File: src/rtl/hexaram_ctrl_if.sv
// hexaram_ctrl_if: client request/grant bus and memory port bundle for hexaram_ctrl
interface hexaram_ctrl_if #(parameter int W = 8);
  logic [3:0] wr_req, wr_gnt;
  logic [4*W-1:0] wr_addr, wr_data;
  logic [5:0] rd_req, rd_gnt, rd_vld;
  logic [6*W-1:0] rd_addr, rd_q;
  logic [W-1:0] data_a, data_b;
  logic [W-1:0] addr_a, addr_b, addr_c, addr_d, addr_e, addr_f;
  logic [W-1:0] q_a, q_b, q_c, q_d, q_e, q_f;
  logic we_a, we_b;
  modport master (
    output wr_req, wr_addr, wr_data, rd_req, rd_addr, q_a, q_b, q_c, q_d, q_e, q_f,
    input wr_gnt, rd_gnt, rd_vld, rd_q, data_a, data_b, we_a, we_b,
    input addr_a, addr_b, addr_c, addr_d, addr_e, addr_f
  );
  modport slave (
    input wr_req, wr_addr, wr_data, rd_req, rd_addr, q_a, q_b, q_c, q_d, q_e, q_f,
    output wr_gnt, rd_gnt, rd_vld, rd_q, data_a, data_b, we_a, we_b,
    output addr_a, addr_b, addr_c, addr_d, addr_e, addr_f
  );
endinterface

File: src/rtl/hexaram_ctrl.sv
// hexaram_ctrl: round-robin write / blocked-read scheduler with per-side starvation guard
module hexaram_ctrl #(
  parameter int W = 8,
  parameter int STARVE = 4
) (
  input logic clk,
  input logic rst,
  hexaram_ctrl_if.slave bus
);
  logic [1:0] ptr, fi, si, idx, ga, gb;
  logic fv, sv, ga_v, gb_v, hold_a, hold_b, blk_a, blk_b;
  logic [3:0] cnt_a, cnt_b;
  logic [W-1:0] wa, wb;
  logic [W-1:0] held [6];
  logic [W-1:0] raddr [6];
  always_comb begin
    fv = 1'b0;
    sv = 1'b0;
    fi = '0;
    si = '0;
    idx = '0;
    for (int k = 0; k < 4; k++) begin
      idx = ptr + 2'(k);
      if (bus.wr_req[idx] && !rst) begin
        if (!fv) begin
          fv = 1'b1;
          fi = idx;
        end else if (!sv) begin
          sv = 1'b1;
          si = idx;
        end
      end
    end
  end
  // A held side A passes its first candidate on to port b
  assign ga = fi;
  assign ga_v = fv & ~hold_a;
  assign gb = hold_a ? fi : si;
  assign gb_v = hold_a ? fv & ~hold_b
                       : sv & ~hold_b & (bus.wr_addr[si*W +: W] != bus.wr_addr[fi*W +: W]);
  assign wa = bus.wr_addr[ga*W +: W];
  assign wb = bus.wr_addr[gb*W +: W];
  assign bus.wr_gnt = (ga_v ? 4'b1 << ga : 4'b0) | (gb_v ? 4'b1 << gb : 4'b0);
  assign bus.we_a = ga_v;
  assign bus.we_b = gb_v;
  assign bus.data_a = bus.wr_data[ga*W +: W];
  assign bus.data_b = bus.wr_data[gb*W +: W];
  assign bus.rd_gnt = bus.rd_req & ~{3{gb_v, ga_v}} & {6{~rst}};
  always_comb begin
    for (int i = 0; i < 6; i++) raddr[i] = bus.rd_gnt[i] ? bus.rd_addr[i*W +: W] : held[i];
  end
  // A writing side forces its write address onto every port of that side
  assign bus.addr_a = ga_v ? wa : raddr[0];
  assign bus.addr_b = gb_v ? wb : raddr[1];
  assign bus.addr_c = ga_v ? wa : raddr[2];
  assign bus.addr_d = gb_v ? wb : raddr[3];
  assign bus.addr_e = ga_v ? wa : raddr[4];
  assign bus.addr_f = gb_v ? wb : raddr[5];
  assign bus.rd_q = {bus.q_f, bus.q_e, bus.q_d, bus.q_c, bus.q_b, bus.q_a};
  assign blk_a = ga_v & |(bus.rd_req & 6'b010101);
  assign blk_b = gb_v & |(bus.rd_req & 6'b101010);
  always_ff @(posedge clk) begin
    if (rst) begin
      ptr <= '0;
      cnt_a <= '0;
      cnt_b <= '0;
      hold_a <= 1'b0;
      hold_b <= 1'b0;
      bus.rd_vld <= '0;
      for (int i = 0; i < 6; i++) held[i] <= '0;
    end else begin
      bus.rd_vld <= bus.rd_gnt;
      for (int i = 0; i < 6; i++) if (bus.rd_gnt[i]) held[i] <= bus.rd_addr[i*W +: W];
      if (ga_v || gb_v) ptr <= (gb_v ? gb : ga) + 2'd1;
      // A hold lasts one cycle: every pending read on that side is granted during it
      if (hold_a) begin
        hold_a <= 1'b0;
        cnt_a <= '0;
      end else if (blk_a) begin
        cnt_a <= cnt_a + 4'd1;
        hold_a <= (cnt_a + 4'd1) == 4'(STARVE);
      end else cnt_a <= '0;
      if (hold_b) begin
        hold_b <= 1'b0;
        cnt_b <= '0;
      end else if (blk_b) begin
        cnt_b <= cnt_b + 4'd1;
        hold_b <= (cnt_b + 4'd1) == 4'(STARVE);
      end else cnt_b <= '0;
    end
  end
endmodule
File: src/flat_wrapper.sv
// flat-port wrapper written by rule: the top's interface ports become plain ports
module hexaram_ctrl_flat 
#(
  parameter int W = 8,
  parameter int STARVE = 4
)
  (clk, rst, bus_wr_req, bus_wr_addr, bus_wr_data, bus_rd_req, bus_rd_addr, bus_q_a, bus_q_b, bus_q_c, bus_q_d, bus_q_e, bus_q_f, bus_wr_gnt, bus_rd_gnt, bus_rd_vld, bus_rd_q, bus_data_a, bus_data_b, bus_we_a, bus_we_b, bus_addr_a, bus_addr_b, bus_addr_c, bus_addr_d, bus_addr_e, bus_addr_f);
  hexaram_ctrl_if #(.W(W)) bus_i ();
  input logic clk;
  input logic rst;
  input wire logic [$bits(bus_i.wr_req)-1:0] bus_wr_req;
  input wire logic [$bits(bus_i.wr_addr)-1:0] bus_wr_addr;
  input wire logic [$bits(bus_i.wr_data)-1:0] bus_wr_data;
  input wire logic [$bits(bus_i.rd_req)-1:0] bus_rd_req;
  input wire logic [$bits(bus_i.rd_addr)-1:0] bus_rd_addr;
  input wire logic [$bits(bus_i.q_a)-1:0] bus_q_a;
  input wire logic [$bits(bus_i.q_b)-1:0] bus_q_b;
  input wire logic [$bits(bus_i.q_c)-1:0] bus_q_c;
  input wire logic [$bits(bus_i.q_d)-1:0] bus_q_d;
  input wire logic [$bits(bus_i.q_e)-1:0] bus_q_e;
  input wire logic [$bits(bus_i.q_f)-1:0] bus_q_f;
  output wire logic [$bits(bus_i.wr_gnt)-1:0] bus_wr_gnt;
  output wire logic [$bits(bus_i.rd_gnt)-1:0] bus_rd_gnt;
  output wire logic [$bits(bus_i.rd_vld)-1:0] bus_rd_vld;
  output wire logic [$bits(bus_i.rd_q)-1:0] bus_rd_q;
  output wire logic [$bits(bus_i.data_a)-1:0] bus_data_a;
  output wire logic [$bits(bus_i.data_b)-1:0] bus_data_b;
  output wire logic [$bits(bus_i.we_a)-1:0] bus_we_a;
  output wire logic [$bits(bus_i.we_b)-1:0] bus_we_b;
  output wire logic [$bits(bus_i.addr_a)-1:0] bus_addr_a;
  output wire logic [$bits(bus_i.addr_b)-1:0] bus_addr_b;
  output wire logic [$bits(bus_i.addr_c)-1:0] bus_addr_c;
  output wire logic [$bits(bus_i.addr_d)-1:0] bus_addr_d;
  output wire logic [$bits(bus_i.addr_e)-1:0] bus_addr_e;
  output wire logic [$bits(bus_i.addr_f)-1:0] bus_addr_f;
  assign bus_i.wr_req = bus_wr_req;
  assign bus_i.wr_addr = bus_wr_addr;
  assign bus_i.wr_data = bus_wr_data;
  assign bus_i.rd_req = bus_rd_req;
  assign bus_i.rd_addr = bus_rd_addr;
  assign bus_i.q_a = bus_q_a;
  assign bus_i.q_b = bus_q_b;
  assign bus_i.q_c = bus_q_c;
  assign bus_i.q_d = bus_q_d;
  assign bus_i.q_e = bus_q_e;
  assign bus_i.q_f = bus_q_f;
  assign bus_wr_gnt = bus_i.wr_gnt;
  assign bus_rd_gnt = bus_i.rd_gnt;
  assign bus_rd_vld = bus_i.rd_vld;
  assign bus_rd_q = bus_i.rd_q;
  assign bus_data_a = bus_i.data_a;
  assign bus_data_b = bus_i.data_b;
  assign bus_we_a = bus_i.we_a;
  assign bus_we_b = bus_i.we_b;
  assign bus_addr_a = bus_i.addr_a;
  assign bus_addr_b = bus_i.addr_b;
  assign bus_addr_c = bus_i.addr_c;
  assign bus_addr_d = bus_i.addr_d;
  assign bus_addr_e = bus_i.addr_e;
  assign bus_addr_f = bus_i.addr_f;
  hexaram_ctrl #(.W(W), .STARVE(STARVE)) u_core (.clk(clk), .rst(rst), .bus(bus_i));
endmodule
File: config.mk
export PLATFORM = sky130hd
export DESIGN_NAME = hexaram_ctrl_flat
export DESIGN_NICKNAME = d
export VERILOG_FILES = /design/src/rtl/hexaram_ctrl_if.sv /design/src/rtl/hexaram_ctrl.sv /design/src/flat_wrapper.sv
export SDC_FILE = /design/constraint.sdc
export NUM_CORES = 1
export LEC_CHECK = 0
export ABC_AREA = 1
export ABC_CLOCK_PERIOD_IN_PS = 5070
export CORE_MARGIN = 2
export CORE_UTILIZATION = 42
export CTS_CLUSTER_DIAMETER = 30
export DETAILED_ROUTE_END_ITERATION = 16
export MAX_ROUTING_LAYER = met4
export PLACE_DENSITY = 0.8
export SLEW_MARGIN = 25
export SYNTH_ARGS = -nofsm -noshare
export SYNTH_HDL_FRONTEND = slang
export SYNTH_SLANG_ARGS = --single-unit
File: constraint.sdc
create_clock -name clk -period 5.07 [get_ports clk]
set_input_delay 0.7605 -clock clk [delete_from_list [all_inputs] [get_ports clk]]
set_output_delay 0.7605 -clock clk [all_outputs]
set_load 0.05 [all_outputs]
======== After elaboration in Yosys (flattened, before gate mapping) ========
Memory sizes are Yosys's and may differ from the RTL's.
Index checks and enable logic that the tools add are counted.
word-level totals
  register bits after elaboration ......... 18
  latch bits .............................. 0
  memory bits (writable) .................. 48
  bits in read-only memories .............. 0
  bits of input ports ..................... 172
  output and inout bits ................... 130
  logic and storage cells ................. 134
  memories ................................ 1
operators by class
  $add $sub $neg .......................... 6
  multiply operators ...................... 0
  div/mod/pow operators ................... 0
  order comparisons ....................... 4
  equality and inequality tests ........... 3
  shift-type cells ........................ 7
  mux-type cells .......................... 76
  bitwise gates (word level) .............. 21
  reductions and logical operators ........ 10
memories
  memory       words  bits a word  rd ports  clocked after memory_dff  wr ports  RTL line            source
  u_core.held  6      8            6         0                         6         hexaram_ctrl.sv:14  logic [W-1:0] held [6];
operators by type and width
  cell                   count
  $shiftx A32 B6 Y8      5
  $mux W8                18
  $mux W1                35
  $mux W2                17
  $and A6 B6 Y6          2
  $lt A2 B3 Y1 const B   4
  $reduce_or A3 Y1       4
  $add A4 B1 Y4 const B  2
  $bmux W1 S2            4
  $eq A4 B3 Y1 const B   2
  $mux W4                2
  $ne A8 B8 Y1           1
  $shl A1 B2 Y4 const A  2
  $and A1 B1 Y1          6
  $not A6 Y6             1
  $or A1 B1 Y1           6
  $not A1 Y1             5
  $add A2 B1 Y2 const B  2
  $add A2 B2 Y2 const B  2
  $logic_and A1 B1 Y1    4
  $or A4 B4 Y4           1
  $logic_not A1 Y1       1
  $logic_or A1 B1 Y1     1

======== Depth between registers and ports, before layout ========
Gate-level depths: netlist (run 1).
  depth after elaboration ................. 23
  gate-level depth with buffers ........... 34

======== Worst setup path before layout (run 1) ========
Ideal clock, no wire load.
  kind .................................... in2out
  from .................................... input bus_wr_req[2]
  to ...................................... output bus_wr_gnt[3]
  arrival ................................. 4,130 ps
  required time ........................... 4,310 ps
  path slack .............................. 180 ps
  stages on the path ...................... 27
  buffers on the path ..................... 3
  cell sequence ........................... nand2_1 -> nand3_1 -> nand3_4 -> inv_1 -> ha_1 -> inv_1 -> nand3_1 -> nand2_1 -> nand2_1 -> nand2_2 -> nand2_2 -> nand2_1 -> buf_6 -> buf_6 -> nand3_1 -> nand2_1 -> nor2_2 -> nand2_1 -> nand2_1 -> nand2_1 -> nor2_1 -> nand2_1 -> nand2_2 -> nand2_4 -> inv_2 -> buf_4 -> o21ai_0
between the ends
  word-level cells in the longest chain between the ends .. 18
  elaborated cells between the ends (all ways) .. 51
  those cells by class .................... 1 x eq/ne; 4 x shift; 37 x mux; 5 x bitwise; 4 x reduce/logical
RTL lines
  element                                    RTL line            source
  start: declaration                         flat_wrapper.sv:11  input wire logic [$bits(bus_i.wr_req)-1:0] bus_wr_req;
  $bmux W1 S2                                hexaram_ctrl.sv:24  if (bus.wr_req[idx] && !rst) begin
  $mux W1 (implied by the code)              hexaram_ctrl.sv:24
  $logic_and A1 B1 Y1                        hexaram_ctrl.sv:24
  $mux W1                                    hexaram_ctrl.sv:24
  $mux W2 / $mux W1 (equally long branches)  hexaram_ctrl.sv:25  if (!fv) begin
  $mux W2 / $mux W1 (equally long branches)  hexaram_ctrl.sv:24
  $mux W2                                    hexaram_ctrl.sv:28  end else if (!sv) begin
  $mux W2                                    hexaram_ctrl.sv:25
  (+2 left out)                              -
  $mux W2                                    hexaram_ctrl.sv:25
  $mux W2                                    hexaram_ctrl.sv:24
  $shiftx A32 B6 Y8                          hexaram_ctrl.sv:40  : sv & ~hold_b & (bus.wr_addr[si*W +: W] != bus.wr_addr[fi*W +: W]);
  $ne A8 B8 Y1                               hexaram_ctrl.sv:40
  $and A1 B1 Y1                              hexaram_ctrl.sv:40
  $mux W1                                    hexaram_ctrl.sv:39  assign gb_v = hold_a ? fv & ~hold_b
  $mux W4                                    hexaram_ctrl.sv:43  assign bus.wr_gnt = (ga_v ? 4'b1 << ga : 4'b0) | (gb_v ? 4'b1 << gb : 4'b0);
  $or A4 B4 Y4 (*)                           hexaram_ctrl.sv:43
  end: declaration                           flat_wrapper.sv:22  output wire logic [$bits(bus_i.wr_gnt)-1:0] bus_wr_gnt;
Every way passes the cells marked *; elsewhere a longest branch is shown, timed or not. The select of a mux whose other input is x is not followed.

======== Worst setup path after layout (run 1) ========
  from .................................... register u_core.ptr[0]
  to ...................................... output bus_addr_d[2]
between the ends
  word-level cells in the longest chain between the ends .. 21
  elaborated cells between the ends (all ways) .. 54
  those cells by class .................... 3 x add/sub; 1 x eq/ne; 3 x shift; 37 x mux; 6 x bitwise; 4 x reduce/logical
RTL lines
  element                                                 RTL line            source
  start: declaration                                      hexaram_ctrl.sv:10  logic [1:0] ptr, fi, si, idx, ga, gb;
  start signal: assignment                                hexaram_ctrl.sv:74  if (ga_v || gb_v) ptr <= (gb_v ? gb : ga) + 2'd1;
  branches (longest 20 deep; another with $add A2 B1 Y2)  -
  $mux W8 (*)                                             hexaram_ctrl.sv:56  assign bus.addr_d = gb_v ? wb : raddr[3];
  end: declaration                                        flat_wrapper.sv:33  output wire logic [$bits(bus_i.addr_d)-1:0] bus_addr_d;
Every way passes the cells marked *. The select of a mux whose other input is x is not followed.

==> results.md, run 1 <==
- Min Hold Slack: 0.452 ns
- Share of synthesized area spent on multiplexers: 0
- Chip width: 125 um
- Tmin final: 4.72 ns
- Multi-input logic area: 0.00326 sq mm
- Number of antenna violations at the first check in global routing: 0
- GRT Util Overall: 0.279
- 1st-iter DRT viols: 595
- Post-synthesis net count: 1,143
- Boundary Pins: 302
- Number of maximum-capacitance constraint violations: 0
- Synthesized-area fraction occupied by and/or/nand/nor cells: 0.394
- H-tree Lvls: 3
- Setup-violating endpoint count in the final report: 0
- Number of storage elements in the synthesis netlist: 66
- DIE AREA: 0.0155 sq mm
- Area of the core: 0.0144 sq mm
- Reg-to-reg critical path endpoint: u_core.ptr[1]
- RSZ-0062 raised after global routing: false
- Largest stage delay, worst path: 0.41 ns
- Number of buffer cells added on primary ports: 205
- Critical path buffers and inverters: 6
- Remaining global-route overflow: 0
- Worst hold path startpoint: u_core.cnt_b[0]
- CP Data Required Time: 4.31 ns
- Placed wire-length estimate: 17.0 mm
- Synthesized-area fraction occupied by ao, oa, aoi and oai cells: 0.109
- Xor and xnor area share after synthesis: 0.00574
- Source-to-sink clock delay at the later pin of the worst-skew pair: 0.34 ns
- Via count of the first global-routing pass: 6,687
- Result of the run: completed
- Largest family of logic cells by synthesized area: simple AND/OR/NAND/NOR gates
- R2R Path Start: u_core.ptr[0]
- Final Hold Violating Endpoints: 0
- Synthesis Warnings: 0
- Most repeated library cell on the critical path: sky130_fd_sc_hd__nand2_1
- DRC violation count after routing: 0
- Total Routed Length: 21.8 mm
- Post-synth cell types: 38
- # fillers: 1,280
- Top achievable clock speed: 0.212 GHz
- Number of buffers added by the clock tree synthesis step: 9
- Synth Area in Adders: 0.00821
- CTS tree: yes
- Vias post-DR: 7,009
- Netlist area before placement: 0.00610 sq mm
- Seq/Total Area, Yosys: 0.295
- Clock-pin slew on the worst setup and hold paths: 0.05 ns
- Async S/R FF share, synth: 0
- Critical-path top delay cell: sky130_fd_sc_hd__dfxtp_2
- Number of rows created at floorplan: 44
- Post-synth EDFFs: 48
- Number of buffers on the longest clock path: 2
- Net count of the finished layout: 1,355
- TritonCTS sink count: 66
- Final weighted congestion in routability-driven placement: 1.03
- Global-route wire length before repair: 33.9 mm
- Initial core utilization: 0.424
- Avg WL per Cell: 15.9 um
- Gate family responsible for the most delay along the worst path: simple AND/OR/NAND/NOR gates
- Depth of the worst register-to-register path: 32
- Storage cell area: 0.00180 sq mm
- 1st-pass router iterations: 5
- Final clock period utilization by the worst path: 0.932
- Worst setup path class: reg2out
- Mean area per synthesized cell: 6.31 sq um
- Layout cell share with drive strength beyond 1: 0.188
- Hold WC Path Type: reg2reg
- Gate count of the mapped netlist: 967
- Transition time at the pin with the least slew margin: 0.779 ns
- Area grow syn2layout: 52.3%
- Maximum fanout count along the critical path: 12
- Register-to-register path setup slack: 1.43 ns
- Worst slew margin relative to its limit: 0.477
- DRT antenna net count: 0
- Top library cells by usage in the layout, fill and taps aside: sky130_fd_sc_hd__nand2_1 (384), sky130_fd_sc_hd__inv_1 (135), sky130_fd_sc_hd__clkdlybuf4s50_1 (124), sky130_fd_sc_hd__buf_4 (88), sky130_fd_sc_hd__nand3_1 (71)
- Startpoint class of the critical path: flop
- DIE HEIGHT: 125 um
- Crit path capture type: primary output
- Crit path arrival time: 3.96 ns
- Maximum number of pins on one net before global-route repair: 29
- Hold-critical path depth: 1
- Top FF cell, synth: sky130_fd_sc_hd__edfxtp_1
- Count of pins over their slew limit: 0
- Buffer cell driving the clock tree root: sky130_fd_sc_hd__clkbuf_16
- Min-Delay Endpoint: u_core.cnt_b[0]
- Worst Clk Skew: 0.00686 ns
- Via density: 5.12
- Most frequent standard cell in the layout excluding fill and tap cells: sky130_fd_sc_hd__nand2_1
- Critical path depth: 32
-- worst max path at each step --
stage,from,to,slack (ns)
floorplan,bus_wr_req[2],bus_wr_gnt[3],0.18
global placement,bus_wr_req[1],bus_addr_f[0],-0.02
detailed placement,bus_wr_req[1],bus_addr_b[7],-0.07
CTS,bus_wr_req[1],bus_addr_f[2],-0.04
global route,u_core.ptr[0],bus_addr_d[7],0.03
finish,u_core.ptr[0],bus_addr_d[2],0.35
-- kinds of logic (layout without fill, tap and decap cells) --
| family | after synthesis | after routing |
|---|---|---|
| buffers and inverters | 231 | 448 |
| AO/OA/AOI/OAI | 106 | 106 |
| other | 0 | 1 |
| AND/OR/NAND/NOR | 556 | 556 |
| adder cells (fa/ha/maj) | 4 | 4 |
| XOR/XNOR | 4 | 4 |
| flip-flops | 66 | 66 |
-- per-layer routing --
layer	routed length, um	GRT usage	vias up	part of all wire
met5	0	-	-	0
met2	10800	0.484	329	0.50
met4	771	0.105	0	0.035
met3	1600	0.0464	65	0.073
met1	8630	0.323	3152	0.40
li1	-	-	3463	-
-- per-stage QoR --
stage,utilization,setup WS [ns],std cells,setup TNS [ns],area [sq um]
finish,0.646,0.347,1369,0,9290
global route,0.646,0.0306,1368,0,9280
CTS,0.631,-0.0433,1360,-0.243,9070
detailed placement,0.610,-0.0725,1343,-1.09,8760
global placement,0.610,-0.0222,1343,-0.0508,8760
floorplan,-,0.180,967,0,6100
-- cells in the mapped netlist, types with 5 or more instances --
cell type / n / share of area
sky130_fd_sc_hd__nor3_1: 9 / 0.0074
sky130_fd_sc_hd__dfxtp_1: 18 / 0.059
sky130_fd_sc_hd__clkbuf_1: 9 / 0.0055
sky130_fd_sc_hd__o22ai_1: 19 / 0.019
sky130_fd_sc_hd__nand2_1: 387 / 0.24
sky130_fd_sc_hd__o221ai_1: 16 / 0.023
sky130_fd_sc_hd__nand2_2: 8 / 0.0082
sky130_fd_sc_hd__nor2_1: 49 / 0.030
sky130_fd_sc_hd__inv_1: 137 / 0.084
sky130_fd_sc_hd__inv_2: 9 / 0.0055
sky130_fd_sc_hd__edfxtp_1: 48 / 0.24
sky130_fd_sc_hd__o21ai_1: 10 / 0.0082
sky130_fd_sc_hd__a22oi_1: 16 / 0.020
sky130_fd_sc_hd__nand3_2: 8 / 0.013
sky130_fd_sc_hd__buf_6: 8 / 0.015
sky130_fd_sc_hd__buf_2: 5 / 0.0041
sky130_fd_sc_hd__nand3_1: 74 / 0.061
sky130_fd_sc_hd__buf_4: 55 / 0.068
sky130_fd_sc_hd__o21ai_0: 39 / 0.032
-- cell type report --
class | instances | share of cell area
Inverter | 149 | 0.0610
Timing Repair Buffer | 283 | 0.341
Multi-Input combinational cell | 670 | 0.351
Tap cell | 184 | 0.0248
Clock buffer | 11 | 0.0251
Antenna cell | 1 | 0.000269
Sequential cell | 66 | 0.194
Clock inverter | 5 | 0.00337
-- what timing repair did --
item | CTS | global route
endpoints found under the setup margin | 24 | 31
hold buffers | 0 | 0
resized for setup | 7 | 36
gates cloned | 0 | 3
buffers inserted | 1 | 5
pin swaps | 1 | 5
-- flip-flops by register name (all words and copies together), names as in the netlist --
name,flops
u_core.bus.rd_vld,6
u_core.cnt_a,4
u_core.cnt_b,4
u_core.held,48
u_core.hold_a,1
u_core.hold_b,1
u_core.ptr,2
Power of run 1 is not shown: default switching activity piles up to over one toggle a cycle in this logic, so the estimate is an artifact.
==> inputs of run 2 (changes only) <==
--- a/config.mk
+++ b/config.mk
@@ -10,6 +10,7 @@
 export CORE_MARGIN = 2
 export CORE_UTILIZATION = 42
 export CTS_CLUSTER_DIAMETER = 30
+export CTS_CLUSTER_SIZE = 24
 export DETAILED_ROUTE_END_ITERATION = 16
 export MAX_ROUTING_LAYER = met4
 export PLACE_DENSITY = 0.8
==> results of run 2 <==
The final DEF is identical to that of run 1; final timing and power are the same.
Power of run 2 is left out for the same reason.
